$ cat src/rtl/key_tx_pkg.sv
// Shared state encoding, ASCII constants and nibble-to-hex helper for the keypad UART path.
package key_tx_pkg;

    typedef enum logic [1:0] {
        IDLE  = 2'd0,
        SETUP = 2'd1,
        PULSE = 2'd2,
        HOLD  = 2'd3
    } tx_state_t;

    localparam logic [7:0] ASCII_CR = 8'h0D;
    localparam logic [7:0] ASCII_LF = 8'h0A;

    function automatic logic [7:0] hex2ascii(input logic [3:0] nib);
        logic [7:0] chr;
        if (nib < 4'd10) begin
            chr = 8'h30 + {4'h0, nib};
        end else begin
            chr = 8'h37 + {4'h0, nib};
        end
        return chr;
    endfunction

endpackage

$ cat src/rtl/key_strobe_sync.sv
// Brings the keypad strobe/code pair into the clock domain and emits a one-cycle
// push pulse, with the matching synchronized code, on each rising strobe edge.
module key_strobe_sync (
    input  logic       clk,
    input  logic       rst_n,
    input  logic       strobe,
    input  logic [3:0] code,
    output logic       push,
    output logic [3:0] code_out
);

    logic [4:0] meta_r;
    logic [4:0] sync_r;
    logic       prev_r;
    logic       push_r;
    logic [3:0] code_r;

    // Two-flop synchronizer followed by a registered rising-edge detector.
    always_ff @(posedge clk or negedge rst_n) begin
        if (!rst_n) begin
            meta_r <= 5'h00;
            sync_r <= 5'h00;
            prev_r <= 1'b0;
            push_r <= 1'b0;
            code_r <= 4'h0;
        end else begin
            meta_r <= {strobe, code};
            sync_r <= meta_r;
            prev_r <= sync_r[4];
            push_r <= sync_r[4] & ~prev_r;
            code_r <= sync_r[3:0];
        end
    end

    assign push     = push_r;
    assign code_out = code_r;

endmodule

$ cat src/rtl/key_uart_tx.sv
// Keypad transmit path: queues key presses in a FIFO and sends each as an ASCII hex
// character over the txdata/txclk/txready handshake. KEY_UART_TX_CRLF_EN appends CR LF.
module key_uart_tx
    import key_tx_pkg::*;
#(
    parameter int DEPTH = 4
) (
    input  logic                   hz100,
    input  logic                   reset,
    input  logic [3:0]             code,
    input  logic                   strobe,
    input  logic                   txready,
    output logic [7:0]             txdata,
    output logic                   txclk,
    output logic                   busy,
    output logic                   overflow,
    output logic [$clog2(DEPTH):0] count
);

    localparam int PW = $clog2(DEPTH);
    localparam int CW = PW + 1;
    localparam logic [CW-1:0] FULL_C = CW'(DEPTH);

    logic          push_s;
    logic [3:0]    sync_code_s;

    logic [3:0]    mem_r [DEPTH];
    logic [PW-1:0] wr_ptr_r;
    logic [PW-1:0] rd_ptr_r;
    logic [CW-1:0] count_r;
    logic [CW-1:0] count_nxt_s;
    logic          overflow_r;
    logic          ovf_nxt_s;
    logic          full_s;
    logic          wr_en_s;
    logic          pop_s;
    logic [3:0]    head_s;

    tx_state_t     state_r;
    tx_state_t     state_nxt_s;
    logic [7:0]    txdata_r;
    logic [7:0]    txdata_nxt_s;
    logic          txclk_r;
    logic          busy_r;
    logic          busy_nxt_s;
    logic          start_s;

`ifdef KEY_UART_TX_CRLF_EN
    logic [1:0]    idx_r;
    logic [1:0]    idx_nxt_s;
`endif

    key_strobe_sync u_sync (
        .clk      (hz100),
        .rst_n    (reset),
        .strobe   (strobe),
        .code     (code),
        .push     (push_s),
        .code_out (sync_code_s)
    );

    assign head_s = mem_r[rd_ptr_r];

    // FIFO bookkeeping; a pop in the same cycle frees the slot a full-FIFO push needs.
    always_comb begin
        full_s    = (count_r == FULL_C);
        wr_en_s   = push_s && (!full_s || pop_s);
        ovf_nxt_s = overflow_r | (push_s && full_s && !pop_s);
        case ({wr_en_s, pop_s})
            2'b10:   count_nxt_s = count_r + CW'(1);
            2'b01:   count_nxt_s = count_r - CW'(1);
            default: count_nxt_s = count_r;
        endcase
    end

    // FIFO storage, pointers, occupancy and sticky overflow flag.
    always_ff @(posedge hz100 or negedge reset) begin
        if (!reset) begin
            for (int i = 0; i < DEPTH; i++) begin
                mem_r[i] <= 4'h0;
            end
            wr_ptr_r   <= {PW{1'b0}};
            rd_ptr_r   <= {PW{1'b0}};
            count_r    <= {CW{1'b0}};
            overflow_r <= 1'b0;
        end else begin
            if (wr_en_s) begin
                mem_r[wr_ptr_r] <= sync_code_s;
                wr_ptr_r        <= wr_ptr_r + PW'(1);
            end
            if (pop_s) begin
                rd_ptr_r <= rd_ptr_r + PW'(1);
            end
            count_r    <= count_nxt_s;
            overflow_r <= ovf_nxt_s;
        end
    end

    // Start condition and next-cycle busy flag.
    always_comb begin
`ifdef KEY_UART_TX_CRLF_EN
        start_s    = txready && ((count_r != {CW{1'b0}}) || (idx_r != 2'd0));
        busy_nxt_s = (state_nxt_s != IDLE) || (count_nxt_s != {CW{1'b0}}) || (idx_nxt_s != 2'd0);
`else
        start_s    = txready && (count_r != {CW{1'b0}});
        busy_nxt_s = (state_nxt_s != IDLE) || (count_nxt_s != {CW{1'b0}});
`endif
    end

    // Transmit FSM next-state and data selection.
    always_comb begin
        state_nxt_s  = state_r;
        txdata_nxt_s = txdata_r;
        pop_s        = 1'b0;
`ifdef KEY_UART_TX_CRLF_EN
        idx_nxt_s    = idx_r;
`endif
        case (state_r)
            IDLE: begin
                if (start_s) begin
                    state_nxt_s = SETUP;
                end else begin
                    state_nxt_s = IDLE;
                end
            end
            SETUP: begin
                state_nxt_s = PULSE;
`ifdef KEY_UART_TX_CRLF_EN
                case (idx_r)
                    2'd0: begin
                        pop_s        = 1'b1;
                        txdata_nxt_s = hex2ascii(head_s);
                    end
                    2'd1:    txdata_nxt_s = ASCII_CR;
                    default: txdata_nxt_s = ASCII_LF;
                endcase
`else
                pop_s        = 1'b1;
                txdata_nxt_s = hex2ascii(head_s);
`endif
            end
            PULSE: begin
                state_nxt_s = HOLD;
            end
            HOLD: begin
                if (!txready) begin
                    state_nxt_s = IDLE;
`ifdef KEY_UART_TX_CRLF_EN
                    if (idx_r == 2'd2) begin
                        idx_nxt_s = 2'd0;
                    end else begin
                        idx_nxt_s = idx_r + 2'd1;
                    end
`endif
                end else begin
                    state_nxt_s = HOLD;
                end
            end
            default: begin
                state_nxt_s = IDLE;
            end
        endcase
    end

    // FSM state and registered UART-facing outputs; txclk is high only in PULSE.
    always_ff @(posedge hz100 or negedge reset) begin
        if (!reset) begin
            state_r  <= IDLE;
            txdata_r <= 8'h00;
            txclk_r  <= 1'b0;
            busy_r   <= 1'b0;
        end else begin
            state_r  <= state_nxt_s;
            txdata_r <= txdata_nxt_s;
            txclk_r  <= (state_nxt_s == PULSE);
            busy_r   <= busy_nxt_s;
        end
    end

`ifdef KEY_UART_TX_CRLF_EN
    // Byte index within the current entry: hex char, CR, LF.
    always_ff @(posedge hz100 or negedge reset) begin
        if (!reset) begin
            idx_r <= 2'd0;
        end else begin
            idx_r <= idx_nxt_s;
        end
    end
`endif

    assign txdata   = txdata_r;
    assign txclk    = txclk_r;
    assign busy     = busy_r;
    assign overflow = overflow_r;
    assign count    = count_r;

endmodule

$ cat config.mk
export PLATFORM = sky130hd
export DESIGN_NAME = key_uart_tx
export DESIGN_NICKNAME = d
export VERILOG_FILES = /design/src/rtl/key_tx_pkg.sv /design/src/rtl/key_strobe_sync.sv /design/src/rtl/key_uart_tx.sv
export SDC_FILE = /design/constraint.sdc
export NUM_CORES = 1
export LEC_CHECK = 0
export ABC_CLOCK_PERIOD_IN_PS = 1900
export CAP_MARGIN = 20
export CORE_MARGIN = 5
export CORE_UTILIZATION = 50
export DETAILED_ROUTE_END_ITERATION = 12
export PLACE_DENSITY = 0.87
export SLEW_MARGIN = 10
export SYNTH_ARGS = -nofsm -noshare
export SYNTH_HDL_FRONTEND = slang
export SYNTH_SLANG_ARGS = --single-unit
$ cat constraint.sdc
create_clock -name hz100 -period 1.9 [get_ports hz100]
set_clock_uncertainty 0.05 [all_clocks]
set_input_delay 0.38 -clock hz100 [delete_from_list [all_inputs] [get_ports hz100]]
set_output_delay 0.38 -clock hz100 [all_outputs]
set_load 0.1 [all_outputs]
# --- After elaboration in Yosys (flattened, before gate mapping) ---
# Index checks and enable logic that the tools add are counted.
word_totals:
  reg_bits: 52
  in_bits: 8
  output_inout_bits: 14
  word_cells: 64
op_classes:
  n_addsub: 6
  n_lt_le_gt_ge: 4
  eq_ne: 7
  n_mux: 12
  bitwise_logic: 5
  n_reduce_logical: 13
op_table:
  columns: ["op", "count"]
  rows:
  - ["16-bit bitwise mux", 1]
  - ["6-bit by 4-bit adder with 7-bit output (first input constant)", 2]
  - ["4-bit 2-to-1 mux", 3]
  - ["4-bit binary-select mux with 2-bit select", 1]
  - ["4-bit demux with 2-bit select", 1]
  - ["2-bit == test (second input constant)", 4]
  - ["2-bit case mux with 4 select lines", 1]
  - ["7-bit 2-to-1 mux", 1]
  - ["3-bit greater-or-equal comparator (second input constant)", 2]
  - ["2-bit inverter with 3-bit output", 2]
  - ["3-bit case mux with 2 select lines", 1]
  - ["3-bit nonzero test", 2]
  - ["1-bit logical AND", 5]
  - ["2-bit by 1-bit adder with 2-bit output (second input constant)", 2]
  - ["2-bit by 1-bit == test with 1-bit output (second input constant)", 2]
  - ["4-bit < comparator (second input constant)", 1]
  - ["3-bit by 1-bit adder with 3-bit output (second input constant)", 1]
  - ["3-bit == test (second input constant)", 1]
  - ["3-bit by 1-bit < comparator with 1-bit output (second input constant)", 1]
  - ["3-bit by 1-bit subtractor with 3-bit output (second input constant)", 1]
  - ["1-bit logical NOT", 2]
  - ["2-bit logical NOT", 1]
  - ["1-bit logical OR", 2]
  - ["1-bit 2-to-1 mux", 2]
  - ["other kinds (5)", 5]

# --- Logic depth before layout (Yosys ltp) ---
depth:
  depth_word: 8
  depth_mapped: 8
  mapped_depth_nobuf: 7

# --- By module ---
# A second synthesis with hierarchy kept.
hier_totals:
  hier_cells: 150
  hier_area_um2: 2057.0
modules_own_cells:
  columns: ["module", "n_inst", "cells_each", "area_per_inst_um2", "seq_area_each_um2"]
  rows:
  - ["key_uart_tx", 1, 133, 1642.8, 875.8]
  - ["key_strobe_sync", 1, 17, 414.1, 400.4]

# --- Worst setup path before layout ---
# OpenSTA, ideal clock, no wires.
synth_path:
  path_type: "reg2reg"
  startpoint: "register count_r[0], in the netlist count[0]"
  endpoint: "register count_r[2], in the netlist count[2]"
  setup_time_ns: 0.133
  arrival_ns: 2.234
  required_time_ns: 1.717
  slack_ns: -0.518
  stages_incl_launch_ff: 6
  n_path_buf: 0
  synth_period_minus_slack_ns: 2.418
  path_cell_list: "dfrtp_1 inv_1 fa_1 a311oi_1 a22oi_1 xnor2_1"
synth_via:
  elab_chain_len: 6
  word_cells_on_any_way: 9
  cone_classes: "2 x add/sub; 3 x eq/ne; 1 x mux; 3 x reduce/logical"
synth_lines:
  columns: ["item", "line", "source"]
  rows:
  - ["from (decl)", "key_uart_tx.sv:30", "logic [CW-1:0] count_r;"]
  - ["from (signal assigned)", "key_uart_tx.sv:84", "count_r <= {CW{1'b0}};"]
  - ["from (signal assigned)", "key_uart_tx.sv:94", "count_r <= count_nxt_s;"]
  - ["3-bit == test", "key_uart_tx.sv:66", "full_s = (count_r == FULL_C);"]
  - ["1-bit logical NOT", "key_uart_tx.sv:67", "wr_en_s = push_s && (!full_s || pop_s);"]
  - ["1-bit logical OR", "key_uart_tx.sv:67", null]
  - ["1-bit logical AND", "key_uart_tx.sv:67", null]
  - ["2-bit by 1-bit == test with 1-bit output / 2-bit == test (equally long branches)", "key_uart_tx.sv:69", "case ({wr_en_s, pop_s})"]
  - ["3-bit case mux with 2 select lines (*)", "key_uart_tx.sv:69", null]
  - ["via count_nxt_s[2]", "key_uart_tx.sv:31", "logic [CW-1:0] count_nxt_s;"]
# The timed path passes the listed nets; every way through them passes the cells marked *.
# A chain may end at the register's enable or synchronous reset.

# --- Worst setup path in the final report ---
layout_path:
  startpoint: "register rd_ptr_r[0]"
  endpoint: "register txdata_r[2], in the netlist txdata[2]"
layout_via:
  elab_chain_len: 6
  word_cells_on_any_way: 8
  cone_classes: "2 x add/sub; 1 x order compare; 4 x mux; 1 x bitwise"
layout_lines:
  columns: ["item", "line", "source"]
  rows:
  - ["from (decl)", "key_uart_tx.sv:29", "logic [PW-1:0] rd_ptr_r;"]
  - ["from (signal assigned)", "key_uart_tx.sv:83", "rd_ptr_r <= {PW{1'b0}};"]
  - ["from (signal assigned)", "key_uart_tx.sv:92", "rd_ptr_r <= rd_ptr_r + PW'(1);"]
  - ["2-bit inverter with 3-bit output (implied by the code) (*)", "key_uart_tx.sv:62", "assign head_s = mem_r[rd_ptr_r];"]
  - ["4-bit binary-select mux with 2-bit select (*)", "key_uart_tx.sv:62", null]
  - ["4-bit 2-to-1 mux (implied by the code) (*) (2 in a row)", "key_uart_tx.sv:62", null]
  - ["6-bit by 4-bit adder with 7-bit output (tied with other cells)", "key_tx_pkg.sv:19", "chr = 8'h37 + {4'h0, nib};"]
  - ["7-bit 2-to-1 mux (*)", "key_tx_pkg.sv:16", "if (nib < 4'd10) begin"]
  - ["to (signal assigned)", "key_uart_tx.sv:174", "txdata_r <= txdata_nxt_s;"]
  - ["to (decl)", "key_uart_tx.sv:41", "logic [7:0] txdata_r;"]
# Mark *: on every way between the ends. The rest lies on a longest branch, timed or not. The select of a mux whose other input is x is not followed.

==> impl_metrics.toml <==
[place]
hpwlAfterDp_um = 2620
port_buffers = 20
place_area_um2 = 2490
gp_congestion = 0.798

[sta]
setup_violations = 0
setup_tns_ps = 0
max_freq_mhz = 544
finalCritPeriodShare_pct = 96.8
period_needed_ps = 1840
final_max_slew_viol_count = 0
rsz0062_at_grt = "yes"
hold_violations = 0

[logic_synthesis]
ys_warn_count = 0
ys_types = 33
synth_area_um2 = 2050
ys_dominant_reg_cell = "dfrtp_1"
synthTopCellsByCount = "dfrtp_1, mux2_2, nand2_1"
synthTopCellsByArea = "dfrtp_1, mux2_2, ha_1, xnor2_1, nand2_1"
synth_top_area_cell = "dfrtp_1"
ys_seq_elements = 51
synth_edf_count = 0
async_reset_ff_share_pct = 100
synth.most_common_cell = "dfrtp_1"
syn_nets = 166
yosysSeqAreaShare_pct = 62.1
yosysTopAreaCellShare_pct = 62.1
avgSynthCellArea_um2 = 13.5
netlist_instances = 152

[grt]
grt_pass1_wl_um = 6180
grt_max_degree = 41
antenna_found_initial = 0
grt_overflow = 0
first_global_vias = 1335
track_usage_pct = 14.9

[setup_path]
r2r-start = "rd_ptr_r[0]$_DFFE_PN0N_"
reg2regPathDepth = 6
r2r-end = "txdata[2]$_DFFE_PN0N_"
rrSetupSlack_ps = 60
cp-end-kind = "register"
critPathArrivalTime_ps = 2000
critPathRequiredTime_ps = 2070
cp_max_fo = 4
crit_type = "reg -> reg"
cp-start-kind = "register"

[cts]
clock_path_buffers = 2
htree_levels = 2
cts.sinks = 51
root_buffer = "clkbuf_8"
clk_pin_slew_ps = 80
insertion_delay_ps = 290
cts_tree = "done"
cts_buffers = 5

[status]
status = "finished clean"

[cells_and_area]
regArea_um2 = 1290
area_growth_pct = 29.1
fin_util_pct = 66.3
drive_gt1_share_pct = 35.3
multi_input_area_um2 = 757
final_nets = 197
design_area_um2 = 2650
n_fill_cell = 285
num_antenna_cells = 0

[floorplanning]
die_w_um = 74.1
die_h_um = 74.1
initial_core_util_pct = 51.4
core_um2 = 4000
io_pins = 22
dieArea_um2 = 5490
row_count = 23

[route]
wl_per_cell_um = 15.2
drt-pass1-iter-count = 4
drc = 0
final_antenna_net_count = 0
via_per_inst = 5.25
num_vias = 1228
route.final.wire_length_um = 3560
drt_iter0_drc = 87

[hold_path]
hp-start = "u_sync.meta_r[3]$_DFF_PN0_"
hold_path_end = "u_sync.sync_r[3]$_DFF_PN0_"
holdCritPathClass = "reg -> reg"
min_path_cells = 0

[flow_run]
drv_cap = 0
[kinds of logic after synthesis]
logic type	count (synthesis)	synth area share, %
AOI/OAI and AO/OA	20	7.25
muxes	21	14.0
adders and majority gates	6	4.02
other	1	0.183
and+or+nand+nor	30	5.97
xor gates and xnor gates	7	2.98
buffers and inverters	16	3.47
DFF	51	62.1
[sequential cells by signal, indices dropped and copies added (netlist names)]
signal,count
wr_ptr_r,2
mem_r,16
u_sync.meta_r,5
overflow,1
txclk,1
u_sync.prev_r,1
count,3
rd_ptr_r,2
u_sync.push,1
u_sync.code_out,4
state_r,2
busy,1
u_sync.sync_r,5
txdata,7
[layout make-up]
class	count	area share, %
clock inverter	2	1.42
multi-input combinational	85	28.5
inverter	11	1.56
clock buffer	6	2.74
tap	50	2.36
timing repair buffer	29	14.9
sequential	51	48.5
[routing by layer]
| metal | GRT usage (%) | share of wire, % |
|---|---|---|
| met1 | 17.5 | 40 |
| met2 | 26.9 | 55 |
| met3 | 3.65 | 4.0 |
| met4 | 4.83 | 0.98 |
| met5 | 0 | 0 |
[worst max path at each step]
stage                                  startpoint                    end  slack, ps
after floorplan              state_r[1]$_DFF_PN0_     count[2]$_DFF_PN0_         -3
after global placement    rd_ptr_r[0]$_DFFE_PN0N_  txdata[2]$_DFFE_PN0N_         50
after detailed placement  rd_ptr_r[0]$_DFFE_PN0N_  txdata[2]$_DFFE_PN0N_        -30
after CTS                    state_r[1]$_DFF_PN0_         busy$_DFF_PN0_          5
after global routing      rd_ptr_r[0]$_DFFE_PN0N_  txdata[2]$_DFFE_PN0N_        -70
final                     rd_ptr_r[0]$_DFFE_PN0N_  txdata[2]$_DFFE_PN0N_         60
[stage by stage]
step | worst slack [ps] | std cells | hold slack (ps)
after CTS | 4.97 | 234 | 305
after global placement | 53.8 | 224 | 220
final | 60.6 | 234 | 303
after detailed placement | -27.2 | 224 | 230
after global routing | -68.8 | 234 | 313
after floorplan | -2.51 | 152 | 34.4
[critical path, stage by stage, from the launching register on]
cell and delay, ps:
dfrtp_2 420, mux4_2 530, inv_2 100, ha_4 140, nand2_2 50, or3_1 300, a31oi_1 170
[placed cells by master, fill, tap and decap left out, types with 2 or more instances in the layout]
master           count
a21oi_1              2
nor2_1               8
mux4_2               3
buf_12              13
nand2_1             15
inv_1                8
xnor2_1              7
dfrtp_1             47
clkbuf_8             5
inv_2                2
a21o_1               3
mux2_2              16
o21ai_0              5
ha_1                 4
dfrtp_2              2
dfrtp_4              2
buf_4                8
clkdlybuf4s50_1      6
[what timing repair did]
action,4_1_cts,5_1_grt
endpoints found under the setup margin,3,4
resized for setup,3,9
hold buffers,1,0
hold endpoints to repair,11,0
pin swaps,2,3
setup buffers,1,0
Power is left out: the tool's default activity adds up to more than one toggle a clock period on the data nets, which glitch-free logic cannot reach.
